File: config.mk
export PLATFORM = sky130hd
export DESIGN_NAME = multi_cycle_control_flat
export DESIGN_NICKNAME = d
export VERILOG_FILES = /design/src/rtl/multi_cycle_control_pkg.sv /design/src/rtl/multi_cycle_control_if.sv /design/src/rtl/mem_wait_timer.sv /design/src/rtl/multi_cycle_control.sv /design/src/flat_wrapper.sv
export SDC_FILE = /design/constraint.sdc
export NUM_CORES = 1
export LEC_CHECK = 0
export ABC_AREA = 0
export BUFFER_PORTS_ARGS = -buffer_cell sky130_fd_sc_hd__buf_2
export CAP_MARGIN = 25
export CORE_MARGIN = 5
export CORE_UTILIZATION = 57
export CTS_CLUSTER_SIZE = 24
export DETAILED_ROUTE_END_ITERATION = 8
export PLACE_DENSITY = 0.89
export REMOVE_ABC_BUFFERS = 1
export SLEW_MARGIN = 20
export SYNTH_ARGS = -nofsm -noshare
export SYNTH_HDL_FRONTEND = slang
export SYNTH_HIERARCHICAL = 1
export SYNTH_SLANG_ARGS = --single-unit
File: constraint.sdc
create_clock -name CLK -period 3.6 [get_ports CLK]
set_clock_uncertainty 0.2 [all_clocks]
set_input_delay 0.36 -clock CLK [delete_from_list [all_inputs] [get_ports CLK]]
set_output_delay 0.36 -clock CLK [all_outputs]
set_load 0.01 [all_outputs]
File: src/rtl/multi_cycle_control_pkg.sv
// rtl/multi_cycle_control_pkg.sv - shared opcodes, ALU codes, state encoding and EXEC decode helper
// Purpose: one definition point for the control unit and the ALU control.
// Ports: none (package).
package multi_cycle_control_pkg;

    typedef enum logic [3:0] {
        S_FETCH   = 4'd0,
        S_DECODE  = 4'd1,
        S_EXEC    = 4'd2,
        S_WB      = 4'd3,
        S_MEMADDR = 4'd4,
        S_MEMACC  = 4'd5,
        S_MEMWB   = 4'd6,
        S_BRANCH  = 4'd7,
        S_JUMP    = 4'd8,
        S_TRAP    = 4'd9
    } state_t;

    localparam logic [5:0] OP_RTYPE = 6'b000000;
    localparam logic [5:0] OP_J     = 6'b000010;
    localparam logic [5:0] OP_BEQ   = 6'b000100;
    localparam logic [5:0] OP_ADDI  = 6'b001000;
    localparam logic [5:0] OP_ADDIU = 6'b001001;
    localparam logic [5:0] OP_SLTI  = 6'b001010;
    localparam logic [5:0] OP_SLTIU = 6'b001011;
    localparam logic [5:0] OP_ANDI  = 6'b001100;
    localparam logic [5:0] OP_ORI   = 6'b001101;
    localparam logic [5:0] OP_XORI  = 6'b001110;
    localparam logic [5:0] OP_LUI   = 6'b001111;
    localparam logic [5:0] OP_LW    = 6'b100011;
    localparam logic [5:0] OP_SW    = 6'b101011;

    localparam logic [3:0] ALU_AND  = 4'h0;
    localparam logic [3:0] ALU_OR   = 4'h1;
    localparam logic [3:0] ALU_ADD  = 4'h2;
    localparam logic [3:0] ALU_SUB  = 4'h6;
    localparam logic [3:0] ALU_SLT  = 4'h7;
    localparam logic [3:0] ALU_ADDU = 4'h8;
    localparam logic [3:0] ALU_XOR  = 4'hA;
    localparam logic [3:0] ALU_SLTU = 4'hB;
    localparam logic [3:0] ALU_LUI  = 4'hE;
    localparam logic [3:0] ALU_FUNC = 4'hF;

    typedef struct packed {
        logic [3:0] alu;
        logic       sign_ext;
    } exec_ctrl_t;

    // ALU operation and immediate extension for the EXEC state.
    function automatic exec_ctrl_t exec_decode(input logic [5:0] op);
        exec_ctrl_t c;
        c = '{alu: ALU_FUNC, sign_ext: 1'b0};
        case (op)
            OP_ORI:   c = '{alu: ALU_OR,   sign_ext: 1'b0};
            OP_ADDI:  c = '{alu: ALU_ADD,  sign_ext: 1'b1};
            OP_ADDIU: c = '{alu: ALU_ADDU, sign_ext: 1'b0};
            OP_ANDI:  c = '{alu: ALU_AND,  sign_ext: 1'b0};
            OP_LUI:   c = '{alu: ALU_LUI,  sign_ext: 1'b0};
            OP_SLTI:  c = '{alu: ALU_SLT,  sign_ext: 1'b1};
            OP_SLTIU: c = '{alu: ALU_SLTU, sign_ext: 1'b1};
            OP_XORI:  c = '{alu: ALU_XOR,  sign_ext: 1'b0};
            default:  c = '{alu: ALU_FUNC, sign_ext: 1'b0};
        endcase
        return c;
    endfunction

endpackage

File: src/rtl/multi_cycle_control_if.sv
// rtl/multi_cycle_control_if.sv - control unit datapath-facing signal bundle
// Purpose: groups the opcode/status inputs and datapath control outputs.
// Modports: master = control unit (drives controls), slave = datapath side.
interface multi_cycle_control_if #(
    parameter int ALUOP_WIDTH = 4
);
    logic [5:0]             Opcode;
    logic                   Zero;
    logic                   MemReady;
    logic                   PCWrite;
    logic                   IRWrite;
    logic                   IorD;
    logic                   MemRead;
    logic                   MemWrite;
    logic                   MemToReg;
    logic                   RegDst;
    logic                   RegWrite;
    logic                   ALUSrcA;
    logic                   SignExtend;
    logic                   Trap;
    logic [1:0]             ALUSrcB;
    logic [1:0]             PCSource;
    logic [ALUOP_WIDTH-1:0] ALUOp;

    modport master (
        input  Opcode, Zero, MemReady,
        output PCWrite, IRWrite, IorD, MemRead, MemWrite, MemToReg, RegDst,
               RegWrite, ALUSrcA, SignExtend, Trap, ALUSrcB, PCSource, ALUOp
    );

    modport slave (
        output Opcode, Zero, MemReady,
        input  PCWrite, IRWrite, IorD, MemRead, MemWrite, MemToReg, RegDst,
               RegWrite, ALUSrcA, SignExtend, Trap, ALUSrcB, PCSource, ALUOp
    );
endinterface

File: src/rtl/mem_wait_timer.sv
// rtl/mem_wait_timer.sv - saturating memory wait counter with timeout flag
// Purpose: counts cycles spent waiting on MemReady.
// Ports: CLK; i_clear (sync clear, wins); i_enable (count this cycle);
//        i_limit (timeout cycles, >=1); o_expired (this wait cycle reaches the limit).
module mem_wait_timer #(
    parameter int WIDTH = 8
) (
    input  logic             CLK,
    input  logic             i_clear,
    input  logic             i_enable,
    input  logic [WIDTH-1:0] i_limit,
    output logic             o_expired
);
    logic [WIDTH-1:0] r_count;

    always_ff @(posedge CLK) begin
        if (i_clear) begin
            r_count <= '0;
        end else if (i_enable && (r_count != {WIDTH{1'b1}})) begin
            r_count <= r_count + WIDTH'(1);
        end
    end

    // The count holds completed wait cycles; the current cycle is the
    // limit-th one when count == limit-1.
    assign o_expired = (r_count >= (i_limit - WIDTH'(1)));
endmodule

File: src/rtl/multi_cycle_control.sv
// rtl/multi_cycle_control.sv - multi-cycle CPU control FSM with memory wait timeout
// Purpose: sequences fetch/decode/execute/memory/branch/jump and traps on
//          illegal opcodes or memory timeouts.
// Ports: CLK, Reset (sync, active high); bus (master modport): Opcode, Zero,
//        MemReady in; PC/IR/memory/register/ALU controls and Trap out.
module multi_cycle_control
    import multi_cycle_control_pkg::*;
#(
    parameter int ALUOP_WIDTH = 4,
    parameter int MEM_TIMEOUT = 16
) (
    input  logic                    CLK,
    input  logic                    Reset,
    multi_cycle_control_if.master   bus
);
    state_t     r_state;
    state_t     w_next;
    logic [5:0] r_opcode;
    logic       w_expired;
    logic       w_wait_state;
    exec_ctrl_t w_exec;

    logic       w_pcwrite, w_irwrite, w_iord, w_memread, w_memwrite, w_memtoreg;
    logic       w_regdst, w_regwrite, w_alusrca, w_signext, w_trap;
    logic [1:0] w_alusrcb, w_pcsource;
    logic [3:0] w_alu;

    always_ff @(posedge CLK) begin
        if (Reset) begin
            r_state  <= S_FETCH;
            r_opcode <= '0;
        end else begin
            r_state <= w_next;
            if (r_state == S_DECODE) begin
                r_opcode <= bus.Opcode;
            end
        end
    end

    assign w_wait_state = (r_state == S_FETCH) || (r_state == S_MEMACC);
    assign w_exec       = exec_decode(r_opcode);

    // Any state change clears the counter, so each FETCH/MEMACC visit starts at 0.
    mem_wait_timer #(.WIDTH(8)) u_timer (
        .CLK       (CLK),
        .i_clear   (Reset || (w_next != r_state)),
        .i_enable  (w_wait_state && !bus.MemReady),
        .i_limit   (8'(MEM_TIMEOUT)),
        .o_expired (w_expired)
    );

    always_comb begin
        w_next     = r_state;
        w_pcwrite  = 1'b0;
        w_irwrite  = 1'b0;
        w_iord     = 1'b0;
        w_memread  = 1'b0;
        w_memwrite = 1'b0;
        w_memtoreg = 1'b0;
        w_regdst   = 1'b0;
        w_regwrite = 1'b0;
        w_alusrca  = 1'b0;
        w_signext  = 1'b0;
        w_trap     = 1'b0;
        w_alusrcb  = 2'b00;
        w_pcsource = 2'b00;
        w_alu      = ALU_AND;

        if (Reset) begin
            // Quiet fetch-like setup: no writes while reset is held.
            w_next    = S_FETCH;
            w_memread = 1'b1;
            w_alusrcb = 2'b01;
            w_alu     = ALU_ADD;
        end else begin
            case (r_state)
                S_FETCH: begin
                    w_memread = 1'b1;
                    w_alusrcb = 2'b01;
                    w_alu     = ALU_ADD;
                    if (bus.MemReady) begin
                        w_irwrite = 1'b1;
                        w_pcwrite = 1'b1;
                        w_next    = S_DECODE;
                    end else if (w_expired) begin
                        w_next = S_TRAP;
                    end
                end
                S_DECODE: begin
                    w_alusrcb = 2'b11;
                    w_alu     = ALU_ADD;
                    w_signext = 1'b1;
                    case (bus.Opcode)
                        OP_RTYPE, OP_ORI, OP_ADDI, OP_ADDIU, OP_ANDI,
                        OP_LUI, OP_SLTI, OP_SLTIU, OP_XORI: w_next = S_EXEC;
                        OP_LW, OP_SW:                       w_next = S_MEMADDR;
                        OP_BEQ:                             w_next = S_BRANCH;
                        OP_J:                               w_next = S_JUMP;
                        default:                            w_next = S_TRAP;
                    endcase
                end
                S_EXEC: begin
                    w_alusrca = 1'b1;
                    w_alusrcb = (r_opcode == OP_RTYPE) ? 2'b00 : 2'b10;
                    w_alu     = w_exec.alu;
                    w_signext = w_exec.sign_ext;
                    w_next    = S_WB;
                end
                S_WB: begin
                    w_regwrite = 1'b1;
                    w_regdst   = (r_opcode == OP_RTYPE);
                    w_next     = S_FETCH;
                end
                S_MEMADDR: begin
                    w_alusrca = 1'b1;
                    w_alusrcb = 2'b10;
                    w_signext = 1'b1;
                    w_alu     = ALU_ADD;
                    w_next    = S_MEMACC;
                end
                S_MEMACC: begin
                    w_iord     = 1'b1;
                    w_memread  = (r_opcode == OP_LW);
                    w_memwrite = (r_opcode == OP_SW);
                    if (bus.MemReady) begin
                        w_next = (r_opcode == OP_LW) ? S_MEMWB : S_FETCH;
                    end else if (w_expired) begin
                        w_next = S_TRAP;
                    end
                end
                S_MEMWB: begin
                    w_regwrite = 1'b1;
                    w_memtoreg = 1'b1;
                    w_next     = S_FETCH;
                end
                S_BRANCH: begin
                    w_alusrca  = 1'b1;
                    w_alu      = ALU_SUB;
                    w_pcsource = 2'b01;
                    w_pcwrite  = bus.Zero;
                    w_next     = S_FETCH;
                end
                S_JUMP: begin
                    w_pcwrite  = 1'b1;
                    w_pcsource = 2'b10;
                    w_next     = S_FETCH;
                end
                S_TRAP: begin
                    w_trap = 1'b1;
                end
                default: begin
                    w_next = S_TRAP;
                end
            endcase
        end
    end

    assign bus.PCWrite    = w_pcwrite;
    assign bus.IRWrite    = w_irwrite;
    assign bus.IorD       = w_iord;
    assign bus.MemRead    = w_memread;
    assign bus.MemWrite   = w_memwrite;
    assign bus.MemToReg   = w_memtoreg;
    assign bus.RegDst     = w_regdst;
    assign bus.RegWrite   = w_regwrite;
    assign bus.ALUSrcA    = w_alusrca;
    assign bus.SignExtend = w_signext;
    assign bus.Trap       = w_trap;
    assign bus.ALUSrcB    = w_alusrcb;
    assign bus.PCSource   = w_pcsource;
    assign bus.ALUOp      = ALUOP_WIDTH'(w_alu);
endmodule

File: src/flat_wrapper.sv
// flat-port wrapper written by rule: the top's interface ports become plain ports
module multi_cycle_control_flat import multi_cycle_control_pkg::*;
#(
    parameter int ALUOP_WIDTH = 4,
    parameter int MEM_TIMEOUT = 16
)
  (CLK, Reset, bus_Opcode, bus_Zero, bus_MemReady, bus_PCWrite, bus_IRWrite, bus_IorD, bus_MemRead, bus_MemWrite, bus_MemToReg, bus_RegDst, bus_RegWrite, bus_ALUSrcA, bus_SignExtend, bus_Trap, bus_ALUSrcB, bus_PCSource, bus_ALUOp);
  multi_cycle_control_if #(.ALUOP_WIDTH(ALUOP_WIDTH)) bus_i ();
  input  logic CLK;
  input  logic Reset;
  input wire logic [$bits(bus_i.Opcode)-1:0] bus_Opcode;
  input wire logic [$bits(bus_i.Zero)-1:0] bus_Zero;
  input wire logic [$bits(bus_i.MemReady)-1:0] bus_MemReady;
  output wire logic [$bits(bus_i.PCWrite)-1:0] bus_PCWrite;
  output wire logic [$bits(bus_i.IRWrite)-1:0] bus_IRWrite;
  output wire logic [$bits(bus_i.IorD)-1:0] bus_IorD;
  output wire logic [$bits(bus_i.MemRead)-1:0] bus_MemRead;
  output wire logic [$bits(bus_i.MemWrite)-1:0] bus_MemWrite;
  output wire logic [$bits(bus_i.MemToReg)-1:0] bus_MemToReg;
  output wire logic [$bits(bus_i.RegDst)-1:0] bus_RegDst;
  output wire logic [$bits(bus_i.RegWrite)-1:0] bus_RegWrite;
  output wire logic [$bits(bus_i.ALUSrcA)-1:0] bus_ALUSrcA;
  output wire logic [$bits(bus_i.SignExtend)-1:0] bus_SignExtend;
  output wire logic [$bits(bus_i.Trap)-1:0] bus_Trap;
  output wire logic [$bits(bus_i.ALUSrcB)-1:0] bus_ALUSrcB;
  output wire logic [$bits(bus_i.PCSource)-1:0] bus_PCSource;
  output wire logic [$bits(bus_i.ALUOp)-1:0] bus_ALUOp;
  assign bus_i.Opcode = bus_Opcode;
  assign bus_i.Zero = bus_Zero;
  assign bus_i.MemReady = bus_MemReady;
  assign bus_PCWrite = bus_i.PCWrite;
  assign bus_IRWrite = bus_i.IRWrite;
  assign bus_IorD = bus_i.IorD;
  assign bus_MemRead = bus_i.MemRead;
  assign bus_MemWrite = bus_i.MemWrite;
  assign bus_MemToReg = bus_i.MemToReg;
  assign bus_RegDst = bus_i.RegDst;
  assign bus_RegWrite = bus_i.RegWrite;
  assign bus_ALUSrcA = bus_i.ALUSrcA;
  assign bus_SignExtend = bus_i.SignExtend;
  assign bus_Trap = bus_i.Trap;
  assign bus_ALUSrcB = bus_i.ALUSrcB;
  assign bus_PCSource = bus_i.PCSource;
  assign bus_ALUOp = bus_i.ALUOp;
  multi_cycle_control #(.ALUOP_WIDTH(ALUOP_WIDTH), .MEM_TIMEOUT(MEM_TIMEOUT)) u_core (.CLK(CLK), .Reset(Reset), .bus(bus_i));
endmodule
==> results.sh <==
export IMPL_outcome="complete, no violations"
export IMPL_hold_class="in2reg"
export IMPL_synth_edff_count=0
export IMPL_clock_path_buffers=2
export IMPL_ctsHoldBuffers=0
export IMPL_initial_core_util=0.581
export IMPL_tns_ps=0
export IMPL_cts_tree="done"
export IMPL_ios=29
export IMPL_grt_pass1_vias=1696
export IMPL_wl_met1_microns=2160
export IMPL_clk_pin_slew_ps=130
export IMPL_path_delay_family="simple AND/OR/NAND/NOR gates"
export IMPL_clock_sinks=23
export IMPL_wirelength_microns=4760
export IMPL_path_cells="inv_1 > ha_1 > nand2b_1 > a2111oi_0 > o31ai_1 > nor3b_1 > mux2_2 > nor4_1 > nand4_1 > nand2b_1 > mux2i_1"
export IMPL_postCtsSetupRepairBufs=0
export IMPL_syn_to_final_growth_pct=12.9
export IMPL_fin_cells=332
export IMPL_die_w_microns=67.9
export IMPL_design_die_area_sq_mm=0.00460
export IMPL_fin_crit_sh=0.910
export IMPL_finalNetCount=307
export IMPL_rsz0062_at_grt="no"
export IMPL_p_per_area_mw_per_mm2=442
export IMPL_synth_area_sq_mm=0.00191
export IMPL_cts_resized=0
export IMPL_async_reset_ff_frac=0
export IMPL_grt_pass1_wl_microns=7800
export IMPL_drive_above_1_share=0.171
export IMPL_antenna_found_initial=0
export IMPL_gp_congestion=0.866
export IMPL_power_mw=0.952
export IMPL_fin_area_sq_mm=0.00215
export IMPL_max_freq_mhz=305
export IMPL_final_util=0.656
export IMPL_via_per_inst=5.97
export IMPL_port_buffers=28
export IMPL_setup_viol=0
export IMPL_drt_wirelength_per_cell_microns=14.3
export IMPL_yosys_area_top_type="dfxtp_1"
export IMPL_syn_inst=245
export IMPL_yosys_cell_types_count=63
export IMPL_drt_iter0_markers=308
export IMPL_diodes=0
export IMPL_slew_headroom=0.418
export IMPL_core_sq_mm=0.00328
export IMPL_required_ps=3650
export IMPL_whs_ps=146
export IMPL_start_kind="flip-flop"
export IMPL_max_cap_violations=0
export IMPL_ys_seq_area_frac=0.241
export IMPL_htreeDepth=1
export IMPL_dp_slack_ps=428
export IMPL_die_h_microns=67.9
export IMPL_path_max_fanout=10
export IMPL_period_needed_ps=3280
export IMPL_crit_top_cell="nand2b_1"
export IMPL_grt_max_degree=27
export IMPL_wl_met2_microns=2090
export IMPL_slowest_stage="nand4_1"
export IMPL_firstDrtPassIters=5
export IMPL_timing_worst_setup_path_type="reg2reg"
export IMPL_synth_top_area_frac=0.241
export IMPL_clk_latency_ps=310
export IMPL_synth_seq_cells=23
export IMPL_power_ir_vdd_worst_mv=0.278
export IMPL_crit_path_end_kind="flip-flop"
export IMPL_critPathBufInv=1
export IMPL_grt_usage=0.217
export IMPL_worst_ep_arrival_time_ps=3330
export IMPL_slew_violations=0
export IMPL_worst_slew_pin_slew_ps=873
export IMPL_rows=21
export IMPL_numCtsBuffers=3
export IMPL_fin_ws_ps=325
export IMPL_fillerInstances=285
export IMPL_routed_top_layer="met4"
export IMPL_dp_cells=328
export IMPL_dp_hpwl_microns=3560
export IMPL_overflow=0
export IMPL_met3WireLength_microns=453
export IMPL_clockRootBuffer="clkbuf_4"
export IMPL_syn_area_per_cell_sq_um=7.79
export IMPL_drc=0
export IMPL_synth_warnings=6
export IMPL_leakage_nw=0.939
export IMPL_synth_ff_type="dfxtp_1"
export IMPL_critPathMaxStageDelay_ps=410
export IMPL_hold_violations=0
export IMPL_vias=1983
export IMPL_synthTopCellsByArea="dfxtp_1 (24%), ha_1 (6.6%), nor2_1 (5.1%)"
export IMPL_dpl_instance_area_sq_mm=0.00213
export IMPL_drt_antenna_violating_nets=0
## cell families (layout without fill, tap and decap cells)
family / count (synthesis) / count (layout) / synth area share
flops: 23 / 23 / 0.241
buf+inv: 21 / 41 / 0.0512
xor+xnor: 8 / 8 / 0.0367
mux: 6 / 6 / 0.0380
fa+ha+maj: 10 / 10 / 0.0656
compound gates: 61 / 61 / 0.226
simple gates: 114 / 114 / 0.338
other cells: 2 / 23 / 0.00394
## cells in the final DEF, fill, tap and decap left out, types with 3 or more instances in the layout
cell type | Yosys | routed
nand4_1 | 4 | 4
nor4_1 | 4 | 4
nand2b_1 | 6 | 6
a22oi_1 | 4 | 4
ha_1 | 10 | 10
nor2_1 | 26 | 26
nand3_1 | 4 | 4
and2_1 | 4 | 4
nand2_1 | 20 | 20
dfxtp_1 | 23 | 23
and3_1 | 5 | 5
conb_1 | 2 | 23
clkbuf_4 | 0 | 3
a211oi_1 | 4 | 4
inv_1 | 7 | 7
a21oi_1 | 15 | 15
nor2b_1 | 5 | 5
a31oi_1 | 4 | 4
nor3_1 | 16 | 16
xnor2_1 | 4 | 4
buf_2 | 2 | 28
o31a_1 | 3 | 3
xor2_1 | 4 | 4
o21ai_0 | 7 | 7
a21o_1 | 4 | 4
## Yosys cell counts (all sizes together), types with 5 or more instances
cell,count
ha,10
nor2,26
nor2b,5
nand2b,6
inv,7
a21oi,15
o21ai,7
dfxtp,23
buf,6
and3,7
nand2,20
nor3,16
clkbuf,8
## layer usage
layer  vias up  track usage
li1        966            -
met3         8       0.0279
met1       906        0.312
met4         0       0.0645
met2       103        0.335
met5         -            0
## final timing paths
kind / from / end / slack (ps) / cells past startpoint
min reg2reg: u_core/r_opcode[5]$_SDFFE_PP0P_ / u_core/r_opcode[5]$_SDFFE_PP0P_ / 350 / 2
max: u_core/u_timer/r_count[0]$_SDFFE_PP0P_ / u_core/u_timer/r_count[1]$_SDFFE_PP0P_ / 320 / 11
min: bus_Opcode[5] / u_core/r_opcode[5]$_SDFFE_PP0P_ / 150 / 3
max reg2reg: u_core/u_timer/r_count[0]$_SDFFE_PP0P_ / u_core/u_timer/r_count[1]$_SDFFE_PP0P_ / 320 / 11
## tightest hold or removal path, stage by stage
cell and delay, ps:
buf_2 140, nand2_1 70, a21oi_1 50
## final cells by class
type | count | area, sq um | share of cell area
clock buffer | 4 | 26.3 | 0.0122
multi-input combinational | 222 | 1430 | 0.663
sequential | 23 | 460 | 0.214
inverter | 7 | 26.3 | 0.0122
tap | 46 | 57.6 | 0.0267
timing repair buffer | 30 | 155 | 0.0720
## power by group
group          leakage (nW)  total [mW]  switching, mW  internal, mW
clock                0.0150       0.122         0.0786        0.0433
sequential            0.187       0.384         0.0882         0.296
combinational         0.737       0.446          0.251         0.195
Power figures use the tool's default switching activity.
